`src/rtl/pusch_iq_framer.sv`:
```
`default_nettype none
// pusch_iq_framer: scales 26-bit I/Q to 16 bits with rounding and saturation,
// tags symbol/slot boundaries, and buffers samples in a show-ahead FIFO.
module pusch_iq_framer #(
  parameter int IN_WIDTH     = 26,
  parameter int OUT_WIDTH    = 16,
  parameter int SHIFT        = 10,
  parameter int FIFO_DEPTH   = 16,
  parameter int NFFT         = 2048,
  parameter int CP_LEN0      = 160,
  parameter int CP_LEN       = 144,
  parameter int SYM_PER_SLOT = 14
) (
  input  logic                   clk,
  input  logic                   reset,
  input  logic [IN_WIDTH-1:0]    in_r,
  input  logic [IN_WIDTH-1:0]    in_i,
  input  logic                   in_valid,
  output logic [2*OUT_WIDTH-1:0] out_data,
  output logic                   out_valid,
  input  logic                   out_ready,
  output logic                   out_sos,
  output logic                   out_eos,
  output logic [3:0]             sym_idx,
  output logic                   overflow,
  output logic                   sat_flag
);

  localparam int LEN0 = CP_LEN0 + NFFT;
  localparam int LEN  = CP_LEN + NFFT;
  localparam int LMAX = (LEN0 > LEN) ? LEN0 : LEN;
  localparam int SCW  = $clog2(LMAX);
  localparam int XW   = IN_WIDTH + 1;
  localparam int AW   = $clog2(FIFO_DEPTH);
  localparam int CW   = $clog2(FIFO_DEPTH + 1);
  localparam int EW   = 2*OUT_WIDTH + 6;

  localparam logic signed [XW-1:0] RND     = XW'(2**(SHIFT-1));
  localparam logic signed [XW-1:0] SAT_MAX = XW'(2**(OUT_WIDTH-1) - 1);
  localparam logic signed [XW-1:0] SAT_MIN = ~SAT_MAX;

  // Returns {saturated, value}
  function automatic logic [OUT_WIDTH:0] scale(input logic [IN_WIDTH-1:0] x);
    logic signed [XW-1:0] sum;
    logic signed [XW-1:0] sh;
    sum = $signed({x[IN_WIDTH-1], x}) + RND;
    sh  = sum >>> SHIFT;
    if (sh > SAT_MAX)
      return {1'b1, SAT_MAX[OUT_WIDTH-1:0]};
    else if (sh < SAT_MIN)
      return {1'b1, SAT_MIN[OUT_WIDTH-1:0]};
    else
      return {1'b0, sh[OUT_WIDTH-1:0]};
  endfunction

  logic [SCW-1:0]   samp_cnt;
  logic [3:0]       sym_cnt;
  logic             sym_long;
  logic             samp_last;
  logic             sym_last;
  logic [OUT_WIDTH:0] sc_r;
  logic [OUT_WIDTH:0] sc_i;

  assign sym_long  = (sym_cnt == 4'd0) || (sym_cnt == 4'(SYM_PER_SLOT/2));
  assign samp_last = (samp_cnt == (sym_long ? SCW'(LEN0-1) : SCW'(LEN-1)));
  assign sym_last  = (sym_cnt == 4'(SYM_PER_SLOT-1));
  assign sc_r      = scale(in_r);
  assign sc_i      = scale(in_i);

  // Framing counters run on every input sample, even ones later dropped
  always_ff @(posedge clk) begin
    if (!reset) begin
      samp_cnt <= '0;
      sym_cnt  <= '0;
    end else if (in_valid) begin
      if (samp_last) begin
        samp_cnt <= '0;
        sym_cnt  <= sym_last ? 4'd0 : sym_cnt + 4'd1;
      end else begin
        samp_cnt <= samp_cnt + SCW'(1);
      end
    end
  end

  logic          s1_valid;
  logic [EW-1:0] s1_entry;

  always_ff @(posedge clk) begin
    if (!reset) begin
      s1_valid <= 1'b0;
      sat_flag <= 1'b0;
    end else begin
      s1_valid <= in_valid;
      if (in_valid && (sc_r[OUT_WIDTH] || sc_i[OUT_WIDTH]))
        sat_flag <= 1'b1;
    end
  end

  always_ff @(posedge clk) begin
    if (in_valid)
      s1_entry <= {sc_r[OUT_WIDTH-1:0], sc_i[OUT_WIDTH-1:0],
                   (samp_cnt == '0), (sym_last && samp_last), sym_cnt};
  end

  logic [EW-1:0] mem [FIFO_DEPTH];
  logic [AW-1:0] wr_ptr;
  logic [AW-1:0] rd_ptr;
  logic [CW-1:0] count;
  logic          full;
  logic          do_read;
  logic          do_write;
  logic [EW-1:0] head;

  assign full      = (count == CW'(FIFO_DEPTH));
  assign out_valid = (count != '0);
  assign do_read   = out_valid && out_ready;
  assign do_write  = s1_valid && (!full || do_read);
  assign head      = mem[rd_ptr];

  always_ff @(posedge clk) begin
    if (do_write)
      mem[wr_ptr] <= s1_entry;
  end

  always_ff @(posedge clk) begin
    if (!reset) begin
      wr_ptr   <= '0;
      rd_ptr   <= '0;
      count    <= '0;
      overflow <= 1'b0;
    end else begin
      if (do_write)
        wr_ptr <= wr_ptr + AW'(1);
      if (do_read)
        rd_ptr <= rd_ptr + AW'(1);
      if (do_write && !do_read)
        count <= count + CW'(1);
      else if (!do_write && do_read)
        count <= count - CW'(1);
      if (s1_valid && full && !do_read)
        overflow <= 1'b1;
    end
  end

  // Gate the head so outputs read zero when the FIFO is empty
  assign out_data = out_valid ? head[EW-1:6] : '0;
  assign out_sos  = out_valid && head[5];
  assign out_eos  = out_valid && head[4];
  assign sym_idx  = out_valid ? head[3:0] : 4'd0;

endmodule
`default_nettype wire
```
`config.mk`:
```
export PLATFORM = sky130hd
export DESIGN_NAME = pusch_iq_framer
export DESIGN_NICKNAME = d
export VERILOG_FILES = /design/src/rtl/pusch_iq_framer.sv
export SDC_FILE = /design/constraint.sdc
export NUM_CORES = 1
export LEC_CHECK = 0
export BUFFER_PORTS_ARGS = -buffer_cell sky130_fd_sc_hd__buf_4
export CORE_MARGIN = 4
export CORE_UTILIZATION = 65
export DETAILED_ROUTE_END_ITERATION = 10
export HOLD_SLACK_MARGIN = 0.15
export PLACE_DENSITY_LB_ADDON = 0.1
export SYNTH_ARGS = -nofsm -noshare
export SYNTH_HDL_FRONTEND = slang
export SYNTH_SLANG_ARGS = --single-unit
```
`constraint.sdc`:
```
create_clock -name clk -period 10.7 [get_ports clk]
set_input_delay 2.14 -clock clk [delete_from_list [all_inputs] [get_ports clk]]
set_output_delay 2.14 -clock clk [all_outputs]
set_load 0.03 [all_outputs]
```
* Yosys cells after proc, flatten, opt, wreduce, memory -nomap -nowiden
Memory sizes are Yosys's and may differ from the RTL's. A register that Yosys moved wholly into a read port is not among the register bits.
Cells that the tools add are included.
** Operators by class
- $add $sub $neg :: 8
- Order comparisons :: 4
- Equal/unequal tests :: 4
- Mux-type cells :: 15
- Reduce and logical (&&, ||, !) cells :: 21
** Operators with widths (count)
- 2-to-1 mux 17 bit :: 4
- adder 26 x 11 -> 27 bit, second input constant :: 2
- > comparator 17 x 16 -> 1 bit, second input constant :: 2
- less-than comparator 17 x 16 -> 1 bit, second input constant :: 2
- 2-to-1 mux 32 bit :: 1
- 2-to-1 mux 4 bit :: 4
- 2-to-1 mux 5 bit :: 3
- adder 12 x 1 -> 12 bit, second input constant :: 1
- adder 4 x 1 -> 4 bit, second input constant :: 3
- == test 12 bit :: 1
- zero test 12 bit :: 1
- 2-to-1 mux 12 bit :: 1
- logical AND 1 bit :: 10
- adder 5 x 1 -> 5 bit, second input constant :: 1
- == test 5 bit, second input constant :: 1
- nonzero test 5 bit :: 1
- subtractor 5 x 1 -> 5 bit, second input constant :: 1
- == test 4 x 3 -> 1 bit, second input constant :: 1
- == test 4 bit, second input constant :: 1
- zero test 4 bit :: 1
- zero test 1 bit :: 3
- logical OR 1 bit :: 3
- 2-to-1 mux 1 bit :: 2
- AND reduction 2 bit :: 1
- nonzero test 2 bit :: 1
** Word-level totals
- Register bits :: 70
- Bits in writable memories :: 608
- Input port bits :: 56
- Output and inout port bits :: 41
- Logic and storage cells :: 64
- Memories kept :: 1
** Memory list
- mem :: words 16, width 38, rd ports 1, clocked after Yosys merged registers in 1, write ports 1, line 105 : logic [EW-1:0] mem [FIFO_DEPTH];

* Longest topological paths before layout
Gate-level depths: netlist of the first run.
- Depth in word-level cells :: 8
- Gate-level depth with buffers :: 11
- Mapped depth without buffers :: 11

* Worst setup path before layout of the first run
OpenSTA, ideal clock, no wires.
- Path type :: input to register
- Start point :: input out_ready
- End point :: memory mem[1][0] in the netlist's numbering, enable pin
- Library setup time :: 0.528 ns
- Data arrival time :: 6.043 ns
- Slack :: 4.129 ns
- Stages :: 3
- Path through :: inv_1 -> a31o_2 -> nor4_1
** Between the ends
- Cells in the longest elaborated chain, start to end :: 5
** Ends and longest elaborated chain
- from (decl) :: line 21 : input logic out_ready,
- logical AND 1 bit :: line 116 : assign do_read = out_valid && out_ready;
- logical OR 1 bit :: line 117 : assign do_write = s1_valid && (!full || do_read);
- logical AND 1 bit :: line 117
- 2-to-1 mux 1 bit :: line 121 : if (do_write)
- 2-to-1 mux 1 bit (not written as such) :: line 122 : mem[wr_ptr] <= s1_entry;
- to (decl) :: line 105
No other way between the ends.

==> results of run 1 <==
[cell families after synthesis]
kind of cell	synth area share, %
flip-flops	75.4
XOR/XNOR	1.31
multiplexers	16.2
buffers and inverters	1.16
AO/OA/AOI/OAI	1.07
AND/OR/NAND/NOR	4.22
adder cells (fa/ha/maj)	0.684
[cell usage in the layout (no fill, tap or decap), types with 13 or more instances in the layout]
cell type    n
edfxtp_1   646
mux4_2     190
buf_4       98
clkbuf_16   71
nand2_1     44
and2_1      39
nor2_1      39
dfxtp_1     32
xor2_1      25
inv_1       21
o21ai_0     21
nand3_1     19
clkinv_1    16
nand4_1     16
a21oi_1     15
xnor2_1     15
ha_1        13
clkinv_2    13
[power by group]
group | switching, mW | internal [mW]
registers | 0.0977 | 2.99
logic | 0.716 | 0.623
clock network | 0.945 | 1.33
[how the worst max path moves through the flow]
stage / startpoint / end / slack (ps) / depth (start not counted)
2_1_floorplan: out_ready / mem[1][0]$_DFFE_PP_ / 4130 / 3
3_3_place_gp: flip-flop / out_data[8] / 4740 / 6
3_5_place_dp: flip-flop / out_data[0] / 4750 / 6
4_1_cts: flip-flop / out_data[9] / 4110 / 6
5_1_grt: flip-flop / out_data[9] / 3880 / 6
6_report: flip-flop / out_data[0] / 4260 / 6
[stage by stage]
step           hold slack (ps)  power [mW]
6_report                   468        6.70
5_1_grt                    498        6.94
3_3_place_gp               466        4.46
2_1_floorplan              459        4.05
3_5_place_dp               479        4.48
4_1_cts                    478        6.75
[flip-flops by register name, indices dropped and copies added (netlist names), named ones only]
name / flops
rd_ptr: 4
count: 5
s1_valid: 1
sat_flag: 1
overflow: 1
sym_cnt: 4
s1_entry: 38
samp_cnt: 12
mem: 608
wr_ptr: 4
[routing by layer]
metal	wire length, um	part of all wire, %	global-route usage [%]
met1	22500	39	39.3
met5	82	0.14	1.40
met2	29300	50	43.8
met3	5280	9.0	5.03
met4	1210	2.1	7.47
[worst register-to-register path, delay by kind of cell, from the launching register on]
family                     cells  cell delay (ps)
DFF                            1              350
adders and majority gates      2              570
buffers and inverters          2              550
AOI/OAI and AO/OA              2              370
muxes                          1              210
and+or+nand+nor                5             1760
[final cells by class]
type	instances	area [um2]
Sequential cell	682	20100
Fill cell	2235	10100
Timing Repair Buffer	99	747
Tap cell	525	657
Clock inverter	37	307
Inverter	23	86.3
Multi-Input combinational cell	512	6350
Clock buffer	81	1810
==> impl_metrics.ini, run 1 <==
[run_status]
status = completed

[synth]
syn_nets = 1342
netlist_top_cells_count = edfxtp_1, mux4_2, nand2_1, and2_1, nor2_1
yosysTopAreaCellShare_pct = 72.7
yosysMostFrequentCell = edfxtp_1
async_reset_ff_share_pct = 0
avgSynthCellArea_um2 = 21.0
yosysWarnings = 0
synth-edff-count = 646
synthCells = 1272
yosysSeqAreaShare_pct = 75.4
synth_cell_types = 46
synth_flop_cell = edfxtp_1
yosysTopAreaCell = edfxtp_1
syn_area_mm2 = 0.0267
synth_seq_cells = 682
synth.area.top_cells = edfxtp_1, mux4_2, dfxtp_1, and2_1, xor2_1

[hold_path]
hold_depth = 2
hold_class = reg2reg
hp-start = rd_ptr[3]$_SDFFE_PN0N_

[final_layout]
diodes = 0
design_area_mm2 = 0.0301
layoutNonFillerInstCount = 1959
fin_util_pct = 74.9
drive_gt1_share_pct = 28.7
final_nets = 1455
area_growth_pct = 12.7

[drt]
routed_via_density = 6.65
route.detailed.drc = 0
routedWlPerCell_um = 29.8
drt_first_pass_iters = 5
drt.antenna.violating_nets = 0
drt_iter0_drc = 1752
num_vias = 13019
wl_um = 58400

[floorplanning]
start_util_pct = 66.4
rows = 73
dieArea_mm2 = 0.0444
die-height_um = 211
die_x_um = 211
coreArea_mm2 = 0.0402
pin_count = 97

[placed_design]
gp_congestion = 0.830
dp_cells = 1840
dpl-instance-area_mm2 = 0.0280
port_buffers = 78
dp_hpwl_um = 28200
dp_slack_ps = 4750

[sta]
hold_viol = 0
relSlewSlack_pct = 12.8
setup_slack_ps = 4260
rsz0062_at_grt = false
worst_pin_slew_ps = 1300
timing.final.crit_share_pct = 60.2
setup-tns-final_ps = 0
min_period_ps = 6440
maxSlewViolCount = 0
clock.fmax_mhz = 155
setup_viol = 0
skew_ps = 32.3

[clock_tree]
cts.sinks = 682
clkTransAtPathRegs_ps = 60
cts_tree = yes
postCtsSetupBuffers = 0
clockRootBuffer = clkbuf_16
cts_hold_buffers = 0
clockBufferDepth = 3
numCtsBuffers = 67
clk_latency_ps = 590
h-tree-depth = 3
cts-resized-gates = 0

[grt]
grt_max_degree = 57
grt-ovfl-total = 0
grt_pass1_vias = 13447
antenna_found_initial = 0
grt_pass1_wl_um = 87100
grt_usage_pct = 27.1

[setup_path]
critical_path_class = reg2out
r2r-start = count[0]$_SDFFE_PN0P_
crit_arrival_ps = 4300
crit_path_end_kind = primary output
critPathTopFamily = buffers and inverters
crit_top_cell = buf_4
cp_max_fo = 49
cp_cell_sequence = buf_4 > buf_4 > mux4_2 > mux4_2 > and2_1 > buf_4
r2r_end = count[4]$_SDFFE_PN0P_
crit_slowest_cell = buf_4
crit_buf_inv = 3
rr_worst_depth = 12
regToRegSetupSlack_ps = 6830
cp_slowest_stage_delay_ps = 900
critPathLaunchType = flip-flop
crit_required_ps = 8560

[run]
maxCapViolations = 0

[power_and_ir_drop]
cellPowerDensity_mw_per_mm2 = 223
peakVddDrop_v = 0.000192
power.leakage_nw = 9.53
(Power assumes the default switching activity.)
==> run 2: changes to the inputs <==
--- a/config.mk
+++ b/config.mk
@@ -7,7 +7,7 @@
 export LEC_CHECK = 0
 export BUFFER_PORTS_ARGS = -buffer_cell sky130_fd_sc_hd__buf_4
 export CORE_MARGIN = 4
-export CORE_UTILIZATION = 65
+export CORE_UTILIZATION = 61
 export DETAILED_ROUTE_END_ITERATION = 10
 export HOLD_SLACK_MARGIN = 0.15
 export PLACE_DENSITY_LB_ADDON = 0.1
==> constraint.sdc (replaced) <==
create_clock -name clk -period 6.5 [get_ports clk]
set_input_delay 1.3 -clock clk [delete_from_list [all_inputs] [get_ports clk]]
set_output_delay 1.3 -clock clk [all_outputs]
set_load 0.03 [all_outputs]
==> run 2 against run 1 <==
Effect of this change:
- clock skew shrank 17 ps
- register-to-register slack worse by 3800 ps
- combinational power up 60%
- sequential power grew 66%
- setup slack got worse by 2600 ps
- clock power rose by 70%
- power increased by 66%
- cell count increased by 3.5%
- critical path type unchanged
- non-clock buffer count is 5 higher
- highest routed layer is now met4
==> impl_metrics.ini, run 2 (same netlist as run 1, synthesis figures left out) <==
[setup_path]
cp_max_fo = 67
critical_path_class = reg2out
crit_path_end_kind = primary output
crit_arrival_ps = 3540
critPathLaunchType = flip-flop
crit_required_ps = 5200
r2r-start = count[0]$_SDFFE_PN0P_

[sta]
worst_pin_slew_ps = 1150
setup_viol = 0
min_period_ps = 4840
rsz0062_at_grt = false
setup-tns-final_ps = 0
skew_ps = 15.3
maxSlewViolCount = 0
hold_viol = 0
timing.final.crit_share_pct = 74.5
clock.fmax_mhz = 206
relSlewSlack_pct = 22.7

[clock_tree]
clockRootBuffer = clkbuf_16
clk_latency_ps = 580
cts_tree = yes
cts.sinks = 682
clockBufferDepth = 3
postCtsSetupBuffers = 0
cts-resized-gates = 0
h-tree-depth = 3
numCtsBuffers = 69
cts_hold_buffers = 0
clkTransAtPathRegs_ps = 60

[run]
maxCapViolations = 0

[grt]
grt_pass1_vias = 13329
grt_pass1_wl_um = 85600
grt_usage_pct = 24.8
grt_max_degree = 68
antenna_found_initial = 1
grt-ovfl-total = 0

[final_layout]
drive_gt1_share_pct = 28.7
area_growth_pct = 13.5
fillCellCount = 2676
largest_reg_flops = 608
top_register = mem
layout_commonest_cell = edfxtp_1
final_nets = 1462
final_cell_mix = edfxtp_1, mux4_2, buf_4, clkbuf_16, nand2_1
reg_top3 = mem x608, s1_entry x38, samp_cnt x12
design_area_mm2 = 0.0303
diodes = 0

[drt]
routed_via_density = 6.38
drt.antenna.violating_nets = 0
num_vias = 12941
routedWlPerCell_um = 27.8
drt_first_pass_iters = 5
drt_iter0_drc = 1601
route.detailed.drc = 0
wl_um = 56400

[floorplanning]
die-height_um = 217
die_x_um = 217
rows = 76
start_util_pct = 61.8
dieArea_mm2 = 0.0472
coreArea_mm2 = 0.0432
pin_count = 97

[placed_design]
port_buffers = 78
dp_hpwl_um = 28200
gp_congestion = 0.803
dpl-instance-area_mm2 = 0.0281

[power_and_ir_drop]
cellPowerDensity_mw_per_mm2 = 367
peakVddDrop_v = 0.000468
power.leakage_nw = 9.60
p_total_mw = 11.1

[hold_path]
hp-start = overflow$_SDFFE_PN0P_
hold_class = reg2reg

[run_status]
status = completed
## run 2: cell types whose count changed in the layout (fill, tap and decap cells not counted), moves of 2 or more
cell	before	now
clkbuf_1	10	12
clkbuf_16	71	73
buf_12	0	2
clkinv_1	16	19
buf_4	98	102
clkinv_2	13	10
## run 2: metal layers
metal	vias to the layer above	wire length [um]	global-route usage [%]
li1	5474	-	-
met1	6827	23500	37.4
met2	571	27200	38.6
met3	69	4870	5.33
met4	0	850	5.64
met5	-	0	0
## run 2: power by group
part / switching (mW) / internal (mW) / total (mW)
Sequential: 0.195 / 4.92 / 5.12
Clock: 1.58 / 2.28 / 3.86
Combinational: 1.11 / 1.04 / 2.15
## run 2: layout make-up
type	count	area, um2	area share, %
inverters	23	86.3	0.285
well taps	585	732	2.42
clock buffers	85	1870	6.18
flip-flops and latches	682	20100	66.4
clock inverters	36	320	1.06
multi-input cells	512	6350	21.0
repair buffers	104	806	2.66
## run 2: metrics by stage
stage               cells  utilization (%)  hold WS, ps  worst slack (ps)
CTS                  2027             70.2          487              1570
global placement     1906             65.1          459              2210
finish               2027             70.2          485              1660
detailed placement   1906             65.1          468              2190
global route         2027             70.2          510              1510
floorplan            1272                -          459               769
## run 2: worst max-delay path, cell delays in order, from the launching register on
cell and delay, ps:
dfxtp_4 1050, buf_4 610, mux4_2 390, mux4_2 530, and2_1 190, buf_4 170
## run 2: final timing paths
path,to,slack (ps),cells after the start
max reg2reg,count[4]$_SDFFE_PN0P_,3040,11
min reg2reg,overflow$_SDFFE_PN0P_,490,2
max,out_data[0],1660,5
min,overflow$_SDFFE_PN0P_,490,2
